## config.mk

```make
export PLATFORM = sky130hd
export DESIGN_NAME = hazard_unit
export DESIGN_NICKNAME = d
export VERILOG_FILES = /design/src/rtl/skylark_pkg.sv /design/src/rtl/hazard_shadow_reg.sv /design/src/rtl/hazard_unit.sv
export SDC_FILE = /design/constraint.sdc
export NUM_CORES = 1
export LEC_CHECK = 0
export CAP_MARGIN = 10
export CORE_ASPECT_RATIO = 0.75
export CORE_MARGIN = 4
export CORE_UTILIZATION = 35
export DETAILED_ROUTE_END_ITERATION = 10
export PLACE_DENSITY = 0.64
export SYNTH_ARGS = -nofsm -noshare
export SYNTH_HDL_FRONTEND = slang
export SYNTH_HIERARCHICAL = 1
export SYNTH_SLANG_ARGS = --single-unit
```

## constraint.sdc

```tcl
create_clock -name clk -period 2.5 [get_ports clk]
set_clock_uncertainty 0.1 [all_clocks]
set_input_delay 0.5 -clock clk [delete_from_list [all_inputs] [get_ports clk]]
set_output_delay 0.5 -clock clk [all_outputs]
set_load 0.03 [all_outputs]
```

## src/rtl/skylark_pkg.sv

```systemverilog
// rtl/skylark_pkg.sv - shared pipeline types and forwarding helper
package skylark_pkg;

  localparam int REG_ADDR_W = 5;

  typedef enum logic [1:0] {
    FWD_RF  = 2'b00,
    FWD_WB  = 2'b01,
    FWD_MEM = 2'b10
  } fwd_sel_t;

  // Fields the hazard logic tracks for the instruction sitting in Execute
  typedef struct packed {
    logic [REG_ADDR_W-1:0] rs1;
    logic [REG_ADDR_W-1:0] rs2;
    logic [REG_ADDR_W-1:0] rd;
    logic                  reg_write;
    logic                  is_load;
  } ex_stage_t;

  // Fields tracked for Memory and Writeback
  typedef struct packed {
    logic [REG_ADDR_W-1:0] rd;
    logic                  reg_write;
    logic                  is_load;
  } mw_stage_t;

  // MEM beats WB; x0 is hardwired zero so it is never forwarded
  function automatic fwd_sel_t fwd_select(input logic [REG_ADDR_W-1:0] rs,
                                          input mw_stage_t mem,
                                          input mw_stage_t wb);
    if (rs == '0)                          return FWD_RF;
    else if (mem.reg_write && mem.rd == rs) return FWD_MEM;
    else if (wb.reg_write && wb.rd == rs)   return FWD_WB;
    else                                   return FWD_RF;
  endfunction

endpackage

```

## src/rtl/hazard_shadow_reg.sv

```systemverilog
// rtl/hazard_shadow_reg.sv - one shadow pipeline stage register with flush and enable
module hazard_shadow_reg #(
  parameter int W = 8
) (
  input  logic         clk,
  input  logic         reset,
  input  logic         flush,
  input  logic         en,
  input  logic [W-1:0] d,
  output logic [W-1:0] q
);

  // Flush inserts a bubble even when the stage is held
  always_ff @(posedge clk) begin
    if (reset)      q <= '0;
    else if (flush) q <= '0;
    else if (en)    q <= d;
  end

endmodule

```

## src/rtl/hazard_unit.sv

```systemverilog
// rtl/hazard_unit.sv - forwarding selects, load-use stall and branch flush control
module hazard_unit
  import skylark_pkg::*;
(
  input  logic                  clk,
  input  logic                  reset,
  input  logic [REG_ADDR_W-1:0] rs1_d,
  input  logic [REG_ADDR_W-1:0] rs2_d,
  input  logic [REG_ADDR_W-1:0] rd_d,
  input  logic                  reg_write_d,
  input  logic                  is_load_d,
  input  logic                  pc_src_e,
  output logic [1:0]            forward_a_e,
  output logic [1:0]            forward_b_e,
  output logic                  stall_f,
  output logic                  stall_d,
  output logic                  flush_d,
  output logic                  flush_e
);

  ex_stage_t dec_fields;
  ex_stage_t ex;
  mw_stage_t ex_to_mem;
  mw_stage_t mem;
  mw_stage_t wb;
  fwd_sel_t  fwd_a;
  fwd_sel_t  fwd_b;
  logic      lw_stall;
  logic      unused_wb_load;

  assign dec_fields = '{rs1: rs1_d, rs2: rs2_d, rd: rd_d,
                        reg_write: reg_write_d, is_load: is_load_d};
  assign ex_to_mem  = '{rd: ex.rd, reg_write: ex.reg_write, is_load: ex.is_load};

  hazard_shadow_reg #(.W($bits(ex_stage_t))) u_ex (
    .clk(clk), .reset(reset), .flush(flush_e), .en(1'b1), .d(dec_fields), .q(ex)
  );

  hazard_shadow_reg #(.W($bits(mw_stage_t))) u_mem (
    .clk(clk), .reset(reset), .flush(1'b0), .en(1'b1), .d(ex_to_mem), .q(mem)
  );

  hazard_shadow_reg #(.W($bits(mw_stage_t))) u_wb (
    .clk(clk), .reset(reset), .flush(1'b0), .en(1'b1), .d(mem), .q(wb)
  );

  // WB is_load is tracked for completeness but nothing downstream reads it
  assign unused_wb_load = wb.is_load;

  // Operand selects come straight from shadow state, no added latency
  always_comb begin
    fwd_a = fwd_select(ex.rs1, mem, wb);
    fwd_b = fwd_select(ex.rs2, mem, wb);
  end

  // A load in Execute whose result Decode needs costs one bubble
  always_comb begin
    lw_stall = ex.is_load && (ex.rd != '0) && ((ex.rd == rs1_d) || (ex.rd == rs2_d));
  end

  assign forward_a_e = fwd_a;
  assign forward_b_e = fwd_b;
  assign stall_f     = lw_stall;
  assign stall_d     = lw_stall;
  assign flush_d     = pc_src_e;
  assign flush_e     = lw_stall | pc_src_e;

endmodule

```

==> impl_metrics.csv, run 1 <==
group,metric,value,unit
hold_path,min_path_type,"flip-flop to flip-flop",
die,row_count,20,
clock_network,clkTransAtPathRegs,0.06,ns
setup_path,critical-path-top-delay-family,"buffers and inverters",
setup_path,start_kind,"input pin",
power_and_ir_drop,netSwitchingFraction,23.26,%
clock_network,cts_setup_buffers,0,
power_and_ir_drop,p_sw,230.7,uW
grt,grt_max_degree,18,
finish,nets,208,
die,fp.dieW,84.01,um
drt,routed_wl,3449,um
setup_path,rrSetupSlack,0.46,ns
setup_path,crit_buf_inv,2,
sta,setup_tns,0,ns
setup_path,crit_path_top_delay_cell,"clkdlybuf4s50_1",
power_and_ir_drop,intPower,761.2,uW
setup_path,r2r-start,"u_ex/q[3]",
logic_synthesis,syn_area_per_cell,9.598,um2
power_and_ir_drop,p_seq_share,49.1,%
setup_path,crit_type,"input pin to output port",
power_and_ir_drop,leakagePower,0.0008629,uW
clock_network,clk_latency,0.27,ns
sta,fin_crit_sh,96.68,%
finish,final_cell_mix,"nor2_1 (33), mux2i_1 (29), dfxtp_1 (29)",
die,core,4104,um2
clock_network,clkSinkCount,29,
setup_path,crit_path_cell_trace,"clkdlybuf4s50_1 > xor2_1 > nor3_2 > a22oi_2 > o21bai_1 > buf_4",
sta,rsz0062_at_grt,"true",
finish,layout_commonest_cell,"nor2_1",
drt,vias,1131,
die,dieArea,5461,um2
status,status,"finished clean",
drt,remaining_drc_errors,0,
drt,drtIter0Drc,41,
placed_design,place_area,1798,um2
grt,antenna_found_initial,0,
sta,hold_viol_final,0,
setup_path,worst-path-max-fanout,2,
logic_synthesis,synth_cells,158,
sta,setup_viol,0,
placed_design,gp_congestion,0.8703,
power_and_ir_drop,ir_drop,0.0003217,V
sta,relSlewSlack,60.77,%
grt,grt_pass1_wl,5823,um
setup_path,r2r-end,"u_ex/q[14]",
finish,drive_gt1_share,11.17,%
drt,postRouteAntennaNets,0,
placed_design,hpwl,2793,um
clock_network,root_buffer,"clkbuf_8",
hold_path,hold_depth,2,
finish,final_cell_area,1901,um2
clock_network,cts_made_buffers,5,
logic_synthesis,synth_warnings,6,
sta,fin_crit,2.417,ns
power_and_ir_drop,pwr-share-comb,13.3,%
hold_path,min_to,"u_mem/q[1]",
setup_path,end_kind,"output port",
finish,fin_cells,243,
logic_synthesis,synth_area,1516,um2
placed_design,port_buffers,27,
sta,fmax,413.7,MHz
sta,drv_slew,0,
flow_run,max_cap_violations,0,
drt,vias_per_cell,4.654,
setup_path,critical_path_arrival,1.82,ns
die,initial_utilization,36.95,%
setup_path,cp.required,1.90,ns
grt,overflow,0,
drt,routedWlPerCell,14.19,um
drt,drtPass1Iterations,4,
power_and_ir_drop,pwr-share-clk,37.6,%
die,io_pins,28,
clock_network,htree_levels,2,
finish,antenna_cells,0,
hold_path,hold_start,"u_ex/q[1]",
grt,grt_pass1_vias,1187,
placed_design,placed_cells,236,
power_and_ir_drop,p_per_area,521.9,nW/um2
sta,tightest_slew,0.5885,ns
finish,fillers,414,
clock_network,cts_tree,"built",
finish,syn_to_final_growth,25.33,%
grt,grt_util_all_layers,13.57,%
setup_path,timing.reg2reg.worst_path_depth,5,
setup_path,slowest_delay,0.44,ns
clock_network,cts.path.max_buffers,2,
die,die_y,65.01,um
## worst min-delay path: cells and delay by family (launching register included)
| kind | cells | cell delay, ns |
|---|---|---|
| flip-flops | 1 | 0.32 |
| multiplexers | 1 | 0.07 |
| AND/OR/NAND/NOR | 1 | 0.07 |
## what timing repair did
item,in CTS,in global routing
pin swaps,0,3
gates resized for setup,5,5
endpoints found under the hold margin,0,0
endpoints found under the setup margin,6,4
hold buffers,0,0
cloned,0,0
## sequential cells by signal, summed over array words and instances (netlist names)
| register | cells |
|---|---|
| u_mem/q | 6 |
| u_wb/q | 6 |
| u_ex/q | 17 |
## power groups by stage
stage	combinational, uW	clock, uW	sequential, uW
after CTS	127	383	487
after detailed placement	126	0	497
after global placement	123	0	497
after floorplan	88.3	0	493
final	132	373	487
after global routing	145	420	489
## routing by layer
metal,part of all wire [%],GRT usage [%]
met1,51,18.52
met2,44,21.33
met3,5.4,4.574
met4,0,1.807
met5,0,0
## cell type report
| cell class | instances | area [um2] | area share (%) |
|---|---|---|---|
| clock buffer | 7 | 86.33 | 4.542 |
| inverter | 1 | 3.754 | 0.1975 |
| multi-input combinational | 121 | 877.1 | 46.15 |
| sequential | 29 | 580.6 | 30.55 |
| tap | 55 | 68.82 | 3.621 |
| timing repair buffer | 30 | 284.0 | 14.94 |
## worst max path at each step
stage,startpoint,end,slack [ns],cells after the start
after detailed placement,rs2_d[0],stall_f,-0.02,6
after global routing,rs1_d[4],flush_e,-0.03,6
final,rs2_d[4],flush_e,0.08,6
after global placement,rs2_d[3],stall_f,0.02,6
after CTS,rs2_d[0],flush_e,0.02,6
after floorplan,rs2_d[3],stall_f,0.26,5
## per-stage QoR
step	utilization [%]	setup slack, ns	total power [uW]	hold slack, ns
global route	46.31	-0.02518	1053	0.4882
global placement	43.81	0.02296	620.0	0.4055
floorplan	-	0.2608	581.2	0.3642
finish	46.31	0.08289	991.9	0.4025
detailed placement	43.81	-0.02050	623.5	0.4007
CTS	45.85	0.01586	996.9	0.4175
Power figures use the tool's default switching activity.
==> inputs of run 2 (changes only) <==
--- a/config.mk
+++ b/config.mk
@@ -8,9 +8,10 @@
 export CAP_MARGIN = 10
 export CORE_ASPECT_RATIO = 0.75
 export CORE_MARGIN = 4
-export CORE_UTILIZATION = 35
+export CORE_UTILIZATION = 30
 export DETAILED_ROUTE_END_ITERATION = 10
-export PLACE_DENSITY = 0.64
+export MAX_ROUTING_LAYER = met4
+export PLACE_DENSITY = 0.46
 export SYNTH_ARGS = -nofsm -noshare
 export SYNTH_HDL_FRONTEND = slang
 export SYNTH_HIERARCHICAL = 1
==> impl_metrics.csv, run 2 (synthesis results as in run 1) <==
group,metric,value,unit
status,status,"finished clean",
placed_design,post-place-ws,-0.04173,ns
grt,overflow,0,
power_and_ir_drop,p_seq_share,48.3,%
grt,grt_util_all_layers,13.02,%
grt,grt_pass1_vias,1216,
die,core,4900,um2
sta,setup_tns,0,ns
power_and_ir_drop,leakagePower,0.0008755,uW
finish,drive_gt1_share,14.66,%
sta,setup_viol,0,
drt,drtPass1Iterations,4,
sta,hold_viol_final,0,
die,initial_utilization,30.95,%
grt,grt_max_degree,18,
finish,syn_to_final_growth,28.38,%
drt,remaining_drc_errors,0,
power_and_ir_drop,ir_drop,0.0002583,V
finish,nets,211,
drt,vias_per_cell,4.653,
power_and_ir_drop,netSwitchingFraction,24.01,%
finish,largest_reg_flops,17,
power_and_ir_drop,p_sw,242.2,uW
finish,fin_cells,251,
placed_design,gp_congestion,0.8530,
sta,setup_slack,0.04765,ns
sta,rsz0062_at_grt,"true",
setup_path,cp.required,1.90,ns
finish,regMostFlops,"u_ex/q",
finish,final_cell_area,1947,um2
power_and_ir_drop,pwr-share-clk,37.8,%
clock_network,clkSinkCount,29,
hold_path,min_path_type,"flip-flop to flip-flop",
finish,antenna_cells,0,
flow_run,max_cap_violations,0,
sta,drv_slew,0,
clock_network,cts_hold_buf,0,
die,row_count,22,
sta,fin_crit_sh,98.09,%
power_and_ir_drop,p_per_area,518.1,nW/um2
setup_path,crit_path_top_delay_cell,"clkdlybuf4s50_1",
power_and_ir_drop,pwr-share-comb,13.8,%
sta,fmax,407.8,MHz
placed_design,placed_cells,244,
drt,routedWlPerCell,15.12,um
grt,antenna_found_initial,0,
grt,grt_pass1_wl,6113,um
sta,whs,0.4230,ns
clock_network,root_buffer,"clkbuf_8",
clock_network,cts.path.max_buffers,2,
clock_network,clkTransAtPathRegs,0.06,ns
drt,routed_wl,3796,um
die,dieArea,6268,um2
setup_path,crit_type,"input pin to output port",
setup_path,worst-path-max-fanout,2,
sta,fin_crit,2.452,ns
clock_network,cts_tree,"built",
power_and_ir_drop,intPower,766.4,uW
placed_design,port_buffers,27,
finish,layout_commonest_cell,"nor2_1",
drt,vias,1168,
clock_network,htree_levels,2,
finish,fillers,492,
finish,reg.largest.list,"u_ex/q x17, u_mem/q x6, u_wb/q x6",
setup_path,end_kind,"output port",
drt,postRouteAntennaNets,0,
clock_network,cts_made_buffers,5,
die,fp.dieW,90.10,um
placed_design,place_area,1839,um2
die,io_pins,28,
drt,drtIter0Drc,60,
finish,final_cell_mix,"nor2_1 (33), mux2i_1 (29), dfxtp_1 (28)",
clock_network,cts_setup_buffers,0,
placed_design,hpwl,2930,um
setup_path,critical_path_arrival,1.85,ns
setup_path,rrSetupSlack,0.53,ns
die,die_y,69.57,um
clock_network,clk_latency,0.28,ns
setup_path,crit_path_cell_trace,"clkdlybuf4s50_1 > xor2_1 > nor3_2 > a22oi_2 > o21bai_2 > buf_4",
setup_path,slowest_delay,0.50,ns
setup_path,start_kind,"input pin",
==> run 2: cell types whose count changed in the layout (fill, tap and decap cells not counted), sizes merged <==
cell           change
clkdlybuf4s50      +1
dlymetal6s2s       -1
dlygate4sd2        -1
buf                +3
clkbuf             +1
==> run 2: power groups by stage <==
stage | registers (uW) | logic (uW) | clock network [uW]
after floorplan | 493 | 88.3 | 0
after global placement | 497 | 129 | 0
after detailed placement | 497 | 132 | 0
after CTS | 487 | 135 | 398
after global routing | 489 | 153 | 418
final | 487 | 139 | 382
==> run 2: timing repair <==
item	CTS	global route
endpoints found under the setup margin	7	6
resized for setup	6	8
pin swaps	1	0
==> run 2: final cells by class <==
class	count	area, um2	area share [%]
Multi-Input combinational cell	121	887.1	45.57
Sequential cell	29	581.8	29.88
Timing Repair Buffer	33	312.8	16.07
Clock buffer	7	86.33	4.434
Tap cell	60	75.07	3.856
Inverter	1	3.754	0.1928
==> run 2: path summary, 6_finish.rpt <==
path	from	end	cells after the start
setup / recovery	rs2_d[0]	flush_e	6
setup reg to reg	u_ex/q[3]	u_ex/q[16]	6
hold reg to reg	u_ex/q[1]	u_mem/q[1]	2
hold / removal	u_ex/q[1]	u_mem/q[1]	2
==> run 2: routing by layer <==
| metal | track usage, % | up-vias | wire (um) |
|---|---|---|---|
| met1 | 17.04 | 555 | 1830 |
| met4 | 4.414 | 0 | 15 |
| met2 | 18.96 | 23 | 1758 |
| li1 | - | 586 | - |
| met5 | - | - | 0 |
| met3 | 4.121 | 4 | 191 |
==> run 2: worst max-delay path: cells and delay by family <==
kind,cells,cell delay (ns)
simple gates,1,0.08
compound gates,2,0.38
buf+inv,2,0.67
xor+xnor,1,0.22
==> run 2: through the flow <==
stage | total power (uW) | util (%)
floorplan | 581.2 | -
global placement | 626.7 | 37.54
detailed placement | 629.4 | 37.54
CTS | 1020 | 39.40
global route | 1060 | 39.73
finish | 1009 | 39.73
